[src/rtl/n64_poll_scheduler.sv]
// N64 controller poll scheduler: APB3 register block that launches periodic or one-shot
// transceiver polls, supervises them with a timeout and latches the returned button word.
module n64_poll_scheduler #(
    parameter logic [23:0] TIMEOUT_CYC = 24'd100000,
    parameter logic [23:0] PERIOD_RST  = 24'd1000000
) (
    input  logic        PCLK,
    input  logic        PRESERN,
    input  logic        PSEL,
    input  logic        PENABLE,
    input  logic        PWRITE,
    input  logic [31:0] PADDR,
    input  logic [31:0] PWDATA,
    output logic [31:0] PRDATA,
    output logic        PREADY,
    output logic        PSLVERR,
    output logic        poll_start,
    input  logic        poll_done,
    input  logic        poll_err,
    input  logic [31:0] poll_data,
    output logic        irq
);

    typedef enum logic [1:0] {
        S_IDLE  = 2'd0,
        S_START = 2'd1,
        S_WAIT  = 2'd2
    } state_t;

    state_t      r_state;
    logic        r_en;
    logic        r_irq_en;
    logic [23:0] r_period;
    logic [31:0] r_data;
    logic        r_valid;
    logic        r_irqp;
    logic        r_tseen;
    logic [7:0]  r_errcnt;
    logic        r_pending;
    logic [23:0] r_pcnt;
    logic [23:0] r_tcnt;
    logic        r_poll_start;

    logic        w_wr_ctrl;
    logic        w_wr_period;
    logic        w_wr_status;
    logic        w_rd_data;
    logic        w_oneshot;
    logic        w_expire;
    logic        w_busy;
    logic [23:0] w_period_eff;
    logic [7:0]  w_errcnt_base;
    logic [7:0]  w_errcnt_inc;
    logic        w_unused_ok;

    assign PREADY      = 1'b1;
    assign PSLVERR     = 1'b0;
    assign poll_start  = r_poll_start;
    assign irq         = r_irq_en & r_irqp;
    assign w_busy      = (r_state != S_IDLE);

    assign w_wr_ctrl   = PSEL & PENABLE & PWRITE & (PADDR[3:2] == 2'd0);
    assign w_wr_period = PSEL & PENABLE & PWRITE & (PADDR[3:2] == 2'd1);
    assign w_wr_status = PSEL & PENABLE & PWRITE & (PADDR[3:2] == 2'd2);
    assign w_rd_data   = PSEL & PENABLE & ~PWRITE & (PADDR[3:2] == 2'd3);
    assign w_oneshot   = w_wr_ctrl & PWDATA[2];

    assign w_period_eff = (r_period < 24'd16) ? 24'd16 : r_period;
    assign w_expire     = r_en & (r_pcnt == 24'd1);

    // ERRCNT clear and a same-cycle error event combine as clear-then-increment
    assign w_errcnt_base = (w_wr_status & PWDATA[31]) ? 8'd0 : r_errcnt;
    assign w_errcnt_inc  = (w_errcnt_base == 8'hFF) ? 8'hFF : w_errcnt_base + 8'd1;

    assign w_unused_ok = &{1'b0, PADDR[31:4], PADDR[1:0], PWDATA[30:24]};

    always_comb begin
        PRDATA = '0;
        case (PADDR[3:2])
            2'd0:    PRDATA = {29'd0, 1'b0, r_irq_en, r_en};
            2'd1:    PRDATA = {8'd0, r_period};
            2'd2:    PRDATA = {16'd0, r_errcnt, 4'd0, r_tseen, r_irqp, r_valid, w_busy};
            default: PRDATA = r_data;
        endcase
    end

    always_ff @(posedge PCLK) begin
        if (!PRESERN) begin
            r_state      <= S_IDLE;
            r_en         <= 1'b0;
            r_irq_en     <= 1'b0;
            r_period     <= PERIOD_RST;
            r_data       <= '0;
            r_valid      <= 1'b0;
            r_irqp       <= 1'b0;
            r_tseen      <= 1'b0;
            r_errcnt     <= '0;
            r_pending    <= 1'b0;
            r_pcnt       <= PERIOD_RST;
            r_tcnt       <= TIMEOUT_CYC;
            r_poll_start <= 1'b0;
        end else begin
            r_poll_start <= 1'b0;
            if (w_wr_ctrl) begin
                r_en     <= PWDATA[0];
                r_irq_en <= PWDATA[1];
            end
            if (w_wr_period) r_period <= PWDATA[23:0];
            if (w_wr_status) begin
                if (PWDATA[2])  r_irqp   <= 1'b0;
                if (PWDATA[3])  r_tseen  <= 1'b0;
                if (PWDATA[31]) r_errcnt <= '0;
            end
            if (w_rd_data) r_valid <= 1'b0;

            // START reloads one short because the START cycle itself is the first of the interval
            if (r_state == S_START)     r_pcnt <= w_period_eff - 24'd1;
            else if (!r_en || w_expire) r_pcnt <= w_period_eff;
            else                        r_pcnt <= r_pcnt - 24'd1;

            if ((r_state != S_IDLE) && (w_expire || w_oneshot)) r_pending <= 1'b1;

            case (r_state)
                S_IDLE: begin
                    if (w_expire || r_pending || w_oneshot) begin
                        r_state      <= S_START;
                        r_poll_start <= 1'b1;
                        r_pending    <= 1'b0;
                    end
                end
                S_START: begin
                    r_tcnt  <= TIMEOUT_CYC;
                    r_state <= S_WAIT;
                end
                S_WAIT: begin
                    if (poll_done) begin
                        if (poll_err) begin
                            r_errcnt <= w_errcnt_inc;
                        end else begin
                            r_data  <= poll_data;
                            r_valid <= 1'b1;
                        end
                        r_irqp  <= 1'b1;
                        r_state <= S_IDLE;
                    end else if (r_tcnt <= 24'd1) begin
                        r_errcnt <= w_errcnt_inc;
                        r_tseen  <= 1'b1;
                        r_irqp   <= 1'b1;
                        r_state  <= S_IDLE;
                    end else begin
                        r_tcnt <= r_tcnt - 24'd1;
                    end
                end
                default: r_state <= S_IDLE;
            endcase

            if (w_wr_ctrl && !PWDATA[0] && !PWDATA[2]) r_pending <= 1'b0;
        end
    end

endmodule

[config.mk]
export PLATFORM = sky130hd
export DESIGN_NAME = n64_poll_scheduler
export DESIGN_NICKNAME = d
export VERILOG_FILES = /design/src/rtl/n64_poll_scheduler.sv
export SDC_FILE = /design/constraint.sdc
export NUM_CORES = 1
export LEC_CHECK = 0
export BUFFER_PORTS_ARGS = -buffer_cell sky130_fd_sc_hd__buf_2
export CAP_MARGIN = 15
export CORE_MARGIN = 4
export CORE_UTILIZATION = 30
export DETAILED_ROUTE_END_ITERATION = 7
export PLACE_DENSITY = 0.59
export SYNTH_ARGS = -nofsm -noshare
export SYNTH_HDL_FRONTEND = slang
export SYNTH_SLANG_ARGS = --single-unit
[constraint.sdc]
create_clock -name PCLK -period 7.7 [get_ports PCLK]
set_input_delay 1.155 -clock PCLK [delete_from_list [all_inputs] [get_ports PCLK]]
set_output_delay 1.155 -clock PCLK [all_outputs]
set_load 0.01 [all_outputs]
==> results summary, run 1 <==
The register share of total power came out at 40.4%. The number of distinct standard cells referenced by the synthesized netlist came out at 77. The least setup slack across all paths after layout is 3665 ps. After synthesis the cells add up to 6738 µm². The largest total area in the synthesized netlist belongs to sky130_fd_sc_hd__dfxtp_1. The largest vdd supply drop is 0.0001525 V. Setup repair after global routing left no endpoint under its margin. In this run, synthesis inferred 0 flip-flops with an integrated enable. The synthesis warning total came out at 0. After synthesis, flip-flops and latches occupy 35.95% of the total area.

At the end of the flow, the number of nets in the layout was 1,017. The post-cts resize count is 0. The total of hold buffers inserted after clock tree synthesis came out at 0. The worst-case headroom to the max-slew limit came out at 30.99%.

Clock tree synthesis selected as its root buffer the cell sky130_fd_sc_hd__clkbuf_16. The leakage power summed over all cells is 3.009 nW. The count of cells along the worst hold path came out at 2. The placed standard-cell area came out at 7380 µm². The number of detailed-route iterations in the first pass came out at 5. Combinational cells account for 5.1% of the total power.

For hold timing, the worst endpoint is r_data[1]$_SDFFE_PN0P_. After clock tree synthesis, the clock-pin slew on the worst setup and hold paths is 50 ps. The setup slack of the worst register-to-register path came out at 3940 ps. The floorplan step defined a die boundary enclosing 24,920 µm².

The share of cells above drive strength 1 is 18.57%. The top-area cell type share of the netlist area came out at 35.95%. The aggregate global routing overflow came out at 0. Once the floorplan was initialized, standard cells occupied 30.68% of the core. The utilization after layout is 36.52%. Dividing total power by cell area gives a power density of 196.7 nW/µm².

The worst setup path is of the in -> out kind. The residual DRC count is 0. The count of input and output buffers is 99.

The growth of design area from synthesis to finish is 19.02%. The number of buffers created by CTS came out at 17. The startpoint of the most critical hold path is r_data[1]$_SDFFE_PN0P_. STA classifies the critical path startpoint as an input port.

The async set or reset register ratio after synthesis is 0%. For this design the top-level I/O count stands at 139. The number of setup violations in the final report came out at 0.

The first global-routing pass estimated 32,650 µm of wire. The number of antenna violations at the first check in global routing came out at 0. The mean instance size in the synthesized netlist came out at 8.012 µm². TritonCTS built the clock tree. The post-layout minimum cycle time came out at 4035 ps.

The final sum of negative setup slack came out at 0 ps. The die width is 157.9 µm. The all-layer global routing usage is 16.15%.

The required time at the worst-slack endpoint is 6550 ps. Entering global routing, the biggest net connects 73 pins. After layout, the worst path uses 52.40% of the clock period.

The finished cells cover 8019 µm². Timing analysis after detailed placement gives a worst setup slack of 3639 ps. The final route contains 6,449 vias. Summed over all layers, the routed wires come to 19,780 µm.

The final max-slew violation count is 0. The net count after synthesis is 950. The origin of the critical flop-to-flop path is r_period[13]$_SDFFE_PN0P_. The detailed-route vias per instance came out at 5.370. The number of max-cap violations came out at 0. The post-detailed-placement half-perimeter wirelength is 13,830 µm. The height of the die is 157.9 µm. For the worst flop-to-flop path, the logic depth is 8. The finished layout holds 1,201 standard cells, fillers aside. The measured slew at the worst slew-check pin came out at 1035 ps. The run finished with clean final reports. The post-route antenna net violation count came out at 0. The placeable core region came out at 21,960 µm². The top fanout value on the critical path came out at 41. The net load switching power is 0.3477 mW.

The total internal power came out at 1.230 mW. The data arrival time of the critical path is 2880 ps. The floorplan has 54 rows.

For this design, the sink count on the clock tree is 121. The worst setup path is captured at an output port. The share of power burned in the clock network is 54.5%. The type of the tightest min-delay check is reg -> reg. The post-CTS setup buffer count came out at 0.

The average wire length per cell after detail routing is 16.47 µm. The level count of the clock H-tree came out at 4. Counting tap cells, the placed design contains a total of 1,169 instances. 0 antenna diodes ended up in the layout. The net switching fraction of the power is 22.04%.

The initial DRC count is 430. The leading register cell type out of synthesis is sky130_fd_sc_hd__dfxtp_1. In the post-synthesis netlist, the biggest area contributors are sky130_fd_sc_hd__dfxtp_1 36%, sky130_fd_sc_hd__nand2_1 8.5%, sky130_fd_sc_hd__a21oi_1 5.6%, sky130_fd_sc_hd__mux2i_1 4.0%, sky130_fd_sc_hd__clkbuf_1 2.7%. The clock reaches the later pin of the worst-skew pair after 410 ps. The maximum achievable frequency came out at 247.8 MHz. The worst register-to-register path ends at r_pcnt[22]$_SDFF_PN0_.

The clock passes through at most 2 buffers. The number of global-route vias before repair came out at 6,223. The maximum clock skew at final layout is 8.298 ps. Across all hold checks on the routed design, the worst slack comes to 449.7 ps. The congestion estimate from routability-driven global placement came to 0.8321. Overall power consumption after layout is estimated at 1.577 mW. The number of hold violations in the final report is 0. The cell count after synthesis came out at 841. The synthesized flop and latch total is 121.
[power groups by stage]
stage | sequential, mW | clock (mW) | combinational, mW
floorplan | 0.647 | 0 | 0.0483
global placement | 0.651 | 0 | 0.0801
detailed placement | 0.651 | 0 | 0.0802
CTS | 0.637 | 0.874 | 0.0804
global route | 0.638 | 0.905 | 0.0883
finish | 0.637 | 0.860 | 0.0798
[state kept, by name, summed over array words and instances, names as in the netlist]
signal / count
poll_start: 1
r_irq_en: 1
r_valid: 1
r_irqp: 1
r_en: 1
r_errcnt: 8
r_tcnt: 24
r_period: 24
r_data: 32
r_state: 2
r_pcnt: 24
r_tseen: 1
r_pending: 1
[kinds of logic (layout without fill, tap and decap cells)]
kind of cell	Yosys count	count (layout)	synth area share, %
flops	121	121	35.95
simple gates	372	372	28.10
compound gates	213	213	21.75
xor+xnor	18	18	2.340
buf+inv	72	152	4.624
mux	37	37	6.017
fa+ha+maj	6	6	1.114
other cells	2	2	0.1115
[per-layer routing]
layer  global-route usage [%]  share of wire [%]  wire length, µm  up-vias
li1                         -                  -                -     3224
met1                    21.20                 46             9187     3017
met2                    26.77                 46             9194      180
met3                    3.636                5.5             1078       28
met4                    4.424                1.6              318        0
met5                        0                  0                0        -
[cell usage in the layout (no fill, tap or decap), drive strengths merged, types with 4 or more instances in the layout]
master / count
and3: 25
buf: 106
o31a: 4
a22o: 11
mux2i: 27
or2: 6
clkinv: 6
o31ai: 13
a21oi: 78
and2: 5
nor4: 18
ha: 6
clkbuf: 21
nor2: 37
xor2: 7
or4: 16
nor3: 23
a211oi: 12
a31oi: 4
dfxtp: 121
nand3: 29
nand4: 7
nand2: 152
or3: 21
o21a: 5
nor2b: 17
xnor2: 11
o21ai: 26
mux2: 8
a2111oi: 7
o211ai: 8
bufinv: 4
o311a: 4
inv: 14
o2111ai: 5
a2111o: 4
[final cells by class]
cell class | instances | area (µm²)
clock buffer | 21 | 470.5
timing repair buffer | 106 | 548.0
sequential | 121 | 2422
clock inverter | 11 | 168.9
inverter | 14 | 52.55
tap | 280 | 350.3
fill | 2292 | 13940
multi-input combinational | 648 | 4006
[worst max-delay path: stages]
cell and delay, ps:
sky130_fd_sc_hd__buf_2 550, sky130_fd_sc_hd__nor2b_1 730, sky130_fd_sc_hd__a22o_1 280, sky130_fd_sc_hd__buf_2 140
[worst max path at each step]
| stage | start | endpoint | slack [ps] | depth (start not counted) |
|---|---|---|---|---|
| detailed placement | PADDR[2] | PRDATA[12] | 3640 | 4 |
| CTS | PADDR[2] | PRDATA[12] | 3660 | 4 |
| finish | PADDR[2] | PRDATA[12] | 3660 | 4 |
| global route | PADDR[2] | PRDATA[12] | 3510 | 4 |
| global placement | PADDR[2] | PRDATA[12] | 3650 | 4 |
| floorplan | PADDR[3] | PRDATA[17] | 4230 | 4 |
[synth_stat cells, drive strengths merged, types with 11 or more instances]
library cell / n
nand2: 152
xnor2: 11
nor4: 18
nor2b: 17
a22o: 11
inv: 13
a211oi: 12
nand3: 29
clkbuf: 48
dfxtp: 121
o21ai: 26
a21oi: 78
nor2: 37
o31ai: 13
nor3: 23
or3: 21
and3: 25
or4: 16
mux2i: 27
(Power assumes the default switching activity.)
==> inputs of run 2 (changes only) <==
- PLACE_DENSITY: 0.59 -> 0.61
- clock period: 7.7 -> 3.2 ns (I/O delays scaled with it)
==> run 2 against run 1 <==
Against the previous run: sequential cell count unchanged; setup slack got worse by 3500 ps; sequential power grew 140%; via count is 3.2% higher; hold slack worse by 170 ps; global-route usage about the same; largest power group unchanged.
==> results summary, run 2 (synthesized netlist as in run 1, its figures left out) <==
The run finished with clean final reports. TritonCTS built the clock tree. The die width is 157.9 µm (unchanged). The type of element capturing the critical path is a register. The all-layer global routing usage came out at 16.20% (+0.044 points). The total via count in the routed design came out at 6,658 (+3.2%). The post-detailed-placement half-perimeter wirelength is 14,650 µm (+5.9%).

The number of top-level pins is 139 (unchanged). The maximum clock skew at final layout came out at 12.75 ps (+4.455 ps). The deepest clock path buffer count came to 2 (unchanged). The clock transition at the registers of the reported paths was 60 ps (about the same). The critical path goes through or4_1, or4_4, o21ai_1, ha_1, nand4b_1, or3_1, o311a_1, o31a_1.

The largest vdd supply drop came out at 0.0003220 V (+110%). The post-CTS setup buffer count came out at 0 (unchanged). The count of input and output buffers came to 99 (unchanged). The largest stage delay on the critical path was 540 ps (-190 ps). The TritonCTS sink count is 121 (unchanged).

The average wire length per cell after detail routing came out at 16.36 µm (-0.68%). The number of antenna violations at the first check in global routing was 0 (unchanged). The initial DRC count is 405 (-5.8%). The post-layout minimum cycle time is 3039 ps. The power density over cell area is 446.8 nW/µm² (+130%). Setup repair after global routing left no endpoint under its margin.

The placeable core region is 21,960 µm² (unchanged). The post-route antenna net violation count came to 0 (unchanged). The number of detailed-route iterations in the first pass was 5 (unchanged).

Leaving out fill and tap cells, the most frequent cells in the layout are 152 x sky130_fd_sc_hd__nand2_1, 121 x sky130_fd_sc_hd__dfxtp_1, 99 x sky130_fd_sc_hd__buf_2. The maximum number of pins on one net before global-route repair is 62 (-15%). The period utilization came out at 94.97%. The top fanout value on the critical path is 6 (-85%). The number of hold violations in the final report is 0 (unchanged). The aggregate global routing overflow came out at 0 (unchanged).

The number of nets in the layout came out at 1,051 (+3.3%). Among all stages on the critical path, the largest delay is contributed by sky130_fd_sc_hd__or4_1. The wire length of the first global-routing pass was 32,610 µm (-0.13%). The latest clock arrival within the worst-skew pair came out at 420 ps (about the same). The root buffer cell chosen for the clock tree is sky130_fd_sc_hd__clkbuf_16. The worst setup path is of the reg -> reg kind. The number of setup violations in the final report is 0 (unchanged).

The number of global-route vias before repair is 6,245 (+0.35%). The final max-slew violation count is 0 (unchanged). Timing would allow up to 329.1 MHz. The cell row count is 54 (unchanged). The post-cts resize count is 0 (unchanged). The total of hold buffers inserted after clock tree synthesis came to 0 (unchanged). The final sum of negative setup slack came out at 0 ps (unchanged).

The share of cells above drive strength 1 came out at 21.47% (+2.9 points). The detailed-route vias per instance came out at 5.391 (+0.40%). The worst-case headroom to the max-slew limit came out at 46.63% (+16 points). The post-placement cell count is 1,203 (+2.9%).

The number of antenna cells inserted was 0 (unchanged). The least setup slack across all paths after layout came out at 161.0 ps (-3504 ps). The final wirelength came out at 20,200 µm (+2.1%). The height of the die was 157.9 µm (unchanged). The register with the most flip-flops is r_data. The leakage power summed over all cells is 3.150 nW (+4.7%). The number of buffers created by CTS came out at 17 (unchanged). The level count of the clock H-tree came out at 4 (unchanged). The measured slew at the worst slew-check pin came out at 796.8 ps (-238.3 ps). The initial core utilization came to 30.68% (unchanged).

The final-layout fill cell count came out at 2,268 (-1.0%). The residual DRC count came out at 0 (unchanged). The data arrival time of the critical path is 3340 ps (+460 ps).

The full die area came to 24,920 µm² (unchanged). The library cell used most frequently in the layout, excluding fill and tap cells, is sky130_fd_sc_hd__nand2_1. The number of max-cap violations is 0 (unchanged). The required time at the worst-slack endpoint is 3500 ps (-3050 ps). The number of cells in the finished layout apart from fillers came out at 1,235 (+2.8%). The type of the tightest min-delay check is in -> reg. The number of flip-flops under the largest register name is 32 (unchanged). From synthesis to final layout, the design area changed by 22.41%. The final estimated routing congestion in global placement is 0.9009 (+8.3%).

The placement-stage worst setup slack came to 206.1 ps (-3433 ps). The startpoint type of the worst setup path is a register.
## run 2: cell types whose count changed in the layout (fill, tap and decap cells not counted), moves of 2 or more
cell / change
sky130_fd_sc_hd__buf_4: +33
sky130_fd_sc_hd__clkbuf_8: -2
sky130_fd_sc_hd__clkinvlp_4: +2
sky130_fd_sc_hd__o21ai_0: -2
sky130_fd_sc_hd__o21ai_1: +2
## run 2: area by class of cell
cell class / count / area (µm²) / share of cell area [%]
clock inverter: 12 / 150.1 / 1.820
tap: 280 / 350.3 / 4.248
timing repair buffer: 140 / 815.8 / 9.891
inverter: 14 / 52.55 / 0.6371
clock buffer: 20 / 446.7 / 5.416
multi-input combinational: 648 / 4010 / 48.62
sequential: 121 / 2422 / 29.37
## run 2: per-stage QoR
step | power, mW | hold WS, ps | util, % | instance area, µm²
final | 3.685 | 279.8 | 37.56 | 8248
after global routing | 3.798 | 292.9 | 37.56 | 8248
after CTS | 3.717 | 263.7 | 37.56 | 8248
after detailed placement | 1.768 | 442.3 | 34.84 | 7651
after global placement | 1.767 | 437.5 | 34.84 | 7651
after floorplan | 1.674 | 431.9 | - | 6741
## run 2: worst max-delay path, delay by kind of cell (launching register included)
family                   cells  cell delay, ps
adder cells (fa/ha/maj)      1             200
AND/OR/NAND/NOR              4            1600
flip-flops                   1             310
AO/OA/AOI/OAI                3             810
## run 2: layer usage
metal / GRT usage [%] / vias up / share of wire, %
met5: 0 / - / 0
met4: 6.145 / 0 / 2.2
met3: 3.198 / 29 / 5.6
met2: 25.09 / 215 / 46
met1: 22.29 / 3113 / 46
li1: - / 3301 / -
## run 2: path summary, 6_finish.rpt
check / start / to / slack (ps) / cells past startpoint
setup / recovery: r_period[19]$_SDFFE_PN1P_ / r_pcnt[20]$_SDFF_PN0_ / 160 / 8
hold / removal: PWDATA[18] / r_period[18]$_SDFFE_PN1P_ / 280 / 3
setup reg to reg: r_period[19]$_SDFFE_PN1P_ / r_pcnt[20]$_SDFF_PN0_ / 160 / 8
hold reg to reg: r_data[26]$_SDFFE_PN0P_ / r_data[26]$_SDFFE_PN0P_ / 450 / 2
## run 2: where the power goes
group          switching (mW)  internal, mW
clock network           0.708          1.24
logic                   0.125        0.0849
registers             0.00974          1.52
total                   0.843          2.84
==> inputs of run 3 (changes only) <==
- ABC_AREA: default -> 1
- PLACE_DENSITY: 0.61 -> 0.6
==> run 3 against run 2 <==
Against the previous run: first-iteration DRC count is 34% higher; largest power group unchanged; via count is 7.0% higher; clock-buffer cell count is 2 lower; largest cell class unchanged; sequential cell count stayed put; core utilization is 0.83 points lower; hold slack better by 1.9 ps; critical endpoint is now r_data[26]$_SDFFE_PN0P_; global-route usage is 0.10 points higher.
==> results summary, run 3 <==
The number of nets in the layout came out at 1,242 (+18%). met2 is the most crowded layer. The synthesis warning total is 0 (unchanged). The final sum of negative setup slack came out at 0 ps (unchanged).

The placeable core region came out at 22,780 µm² (+3.7%). The maximum achievable frequency is 412.8 MHz (+25%). The deepest clock path buffer count came to 2 (unchanged). The data arrival time of the critical path was 2680 ps (-660 ps).

The run finished with clean final reports. The worst-case headroom to the max-slew limit is 27.84% (-19 points). The die width came out at 160.7 µm (+1.8%). The type of the tightest min-delay check is in -> reg. The top fanout value on the critical path came to 41 (+35). The cell row count is 55 (+1.9%). The number of hold violations in the final report is 0 (unchanged).

The net count after synthesis was 1,158 (+22%). The final estimated routing congestion in global placement was 0.9357 (+3.9%). In the synthesized netlist, the cells that appear most often are 192 x sky130_fd_sc_hd__nand2_1, 183 x sky130_fd_sc_hd__nor2_1, 121 x sky130_fd_sc_hd__dfxtp_1. The initial DRC count came to 541 (+34%). The number of synthesized flops with an enable pin is 0 (unchanged). The post-route antenna net violation count is 0 (unchanged). The leakage power summed over all cells is 3.387 nW (+7.6%). The power density over cell area came out at 452.6 nW/µm² (+1.3%). The synthesized instance count came to 1,049 (+25%).

The measured slew at the worst slew-check pin was 1081 ps (+284.5 ps). The final max-slew violation count came to 0 (unchanged). The wire length of the first global-routing pass is 34,600 µm (+6.1%). The met3 layer usage reported by global route is 3.439% (+0.24 points). The average wire length per cell after detail routing came to 14.61 µm (-11%).

The number of setup violations in the final report came to 0 (unchanged). The post-cts resize count came out at 0 (unchanged). The synthesized flop and latch total is 121 (unchanged). In the layout the commonest cells are 192 x sky130_fd_sc_hd__nand2_1, 183 x sky130_fd_sc_hd__nor2_1, 121 x sky130_fd_sc_hd__dfxtp_1. The sequential fraction of the synthesis area came out at 34.63% (-1.3 points). The count of input and output buffers was 99 (unchanged). The number of antenna violations at the first check in global routing is 0 (unchanged). The mean instance size in the synthesized netlist is 6.669 µm² (-17%).

The post-layout minimum cycle time came out at 2422 ps (-616.7 ps). The async set or reset register ratio after synthesis came out at 0% (unchanged). The most instantiated library cell after synthesis is sky130_fd_sc_hd__nand2_1. The number of buffers created by CTS came to 17 (unchanged). The number of detailed-route iterations in the first pass is 5 (unchanged). The maximum clock skew at final layout came out at 9.167 ps (-3.586 ps). STA classifies the critical path startpoint as a register. The full die area is 25,820 µm² (+3.6%). The biggest area contributor in the post-synthesis netlist is sky130_fd_sc_hd__dfxtp_1. The routing usage on met1 came out at 22.99% (+0.70 points). Yosys attributes the largest share of cell area to sky130_fd_sc_hd__dfxtp_1 35%, sky130_fd_sc_hd__nand2_1 10%, sky130_fd_sc_hd__nor2_1 9.8%, sky130_fd_sc_hd__o21ai_0 6.4%, sky130_fd_sc_hd__a21oi_1 5.5%. The post-route total power came to 3.787 mW (+2.8%). The TritonCTS sink count came out at 121 (unchanged). The all-layer global routing usage came out at 16.30% (+0.10 points). In this run the clock root is driven by a sky130_fd_sc_hd__clkbuf_16. The total via count in the routed design is 7,127 (+7.0%). The worst setup path is of the reg -> reg kind. Among all flip-flop cells after synthesis, the most frequent one is sky130_fd_sc_hd__dfxtp_1. The largest vdd supply drop is 0.0002600 V (-19%). The period utilization came to 75.70% (-19 points). Setup repair after global routing left no endpoint under its margin. The number of distinct standard cells referenced by the synthesized netlist came out at 52 (-32%). The clock transition at the registers of the reported paths is 60 ps (about the same). The fraction of met2 tracks used by global routing came out at 24.79% (-0.30 points).

The aggregate global routing overflow is 0 (unchanged). The detailed-route vias per instance is 4.885 (-9.4%). The growth of design area from synthesis to finish came out at 19.60%. The number of antenna cells inserted came to 0 (unchanged). The final wirelength came to 21,310 µm (+5.5%). The latest clock arrival within the worst-skew pair came out at 420 ps (about the same). The register with the most flip-flops is r_data. The total of hold buffers inserted after clock tree synthesis came out at 0 (unchanged).

The top-area cell type share of the netlist area came to 34.63% (-1.3 points). The number of flip-flops under the largest register name is 32 (unchanged). The maximum number of pins on one net before global-route repair is 46 (-26%). The share of cells above drive strength 1 is 18.32% (-3.1 points). The number of max-cap violations came out at 0 (unchanged). TritonCTS built the clock tree. The residual DRC count came out at 0 (unchanged). The initial core utilization is 30.71% (about the same).

The area of the mapped netlist came to 6995 µm² (+3.8%). The type of element capturing the critical path is a register. The level count of the clock H-tree came to 4 (unchanged). The post-CTS setup buffer count came out at 0 (unchanged).

The height of the die came out at 160.7 µm (+1.8%). The required time at the worst-slack endpoint came to 3460 ps (-40 ps). The leading cell type in the layout, fill and taps excluded is sky130_fd_sc_hd__nand2_1.

The number of top-level pins is 139 (unchanged). The number of global-route vias before repair is 6,693 (+7.2%). The post-detailed-placement half-perimeter wirelength is 15,580 µm (+6.3%).
==> run 3: changes by cell type in the layout (fill, tap and decap cells not counted), sizes merged, moves of 16 or more <==
cell   change
mux2i     -27
nand2     +56
nand3     +26
or3       -21
o21ai     +78
inv       +87
and3      -22
nor2b     -17
nor2     +167
buf       -34
or4       -16
==> run 3: layer usage <==
metal / wire, µm / part of all wire (%) / vias up
li1: - / - / 3643
met1: 10240 / 48 / 3222
met2: 9100 / 43 / 241
met3: 1554 / 7.3 / 21
met4: 412 / 1.9 / 0
met5: 0 / 0 / -
==> run 3: through the flow <==
stage / hold slack, ps / instance area (µm²) / cells / utilization [%] / setup slack (ps)
after floorplan: 430.0 / 6995 / 1049 / - / 1350
after global placement: 442.6 / 7756 / 1427 / 34.05 / 758.9
after detailed placement: 446.7 / 7756 / 1427 / 34.05 / 757.8
after CTS: 265.6 / 8367 / 1459 / 36.73 / 773.3
after global routing: 275.8 / 8367 / 1459 / 36.73 / 460.0
final: 281.7 / 8367 / 1459 / 36.73 / 777.7
==> run 3: area by class of cell <==
class,instances,area [µm²]
Tap cell,313,391.6
Multi-Input combinational cell,786,4001
Clock buffer,18,439.2
Clock inverter,14,171.4
Timing Repair Buffer,106,560.5
Inverter,101,380.4
Fill cell,2455,14410
Sequential cell,121,2422
==> run 3: kinds of logic (layout without fill, tap and decap cells) <==
family | after synthesis | after routing | share of synthesized area (%)
simple gates | 517 | 517 | 33.16
compound gates | 233 | 233 | 19.35
buf+inv | 142 | 239 | 8.174
flops | 121 | 121 | 34.63
xor+xnor | 28 | 28 | 3.506
fa+ha+maj | 6 | 6 | 1.073
other cells | 2 | 2 | 0.1074
==> run 3: final timing paths <==
path / start / to / slack (ps) / cells past startpoint
max: r_state[1]$_SDFFE_PN0P_ / r_data[26]$_SDFFE_PN0P_ / 780 / 8
min: poll_data[11] / r_data[11]$_SDFFE_PN0P_ / 280 / 3
max reg2reg: r_state[1]$_SDFFE_PN0P_ / r_data[26]$_SDFFE_PN0P_ / 780 / 8
min reg2reg: r_data[29]$_SDFFE_PN0P_ / r_data[29]$_SDFFE_PN0P_ / 450 / 2
==> run 3: where the power goes <==
group	switching, mW	internal, mW
Combinational	0.161	0.0866
Clock	0.746	1.25
Sequential	0.0191	1.52
==> run 3: worst max-delay path, cell delays in order (launching register included) <==
cell and delay (ps):
sky130_fd_sc_hd__dfxtp_1 370, sky130_fd_sc_hd__inv_2 70, sky130_fd_sc_hd__nor2_4 250, sky130_fd_sc_hd__inv_2 210
sky130_fd_sc_hd__nor3_2 170, sky130_fd_sc_hd__buf_4 280, sky130_fd_sc_hd__inv_1 500, sky130_fd_sc_hd__o21ai_0 340
sky130_fd_sc_hd__a21oi_1 60
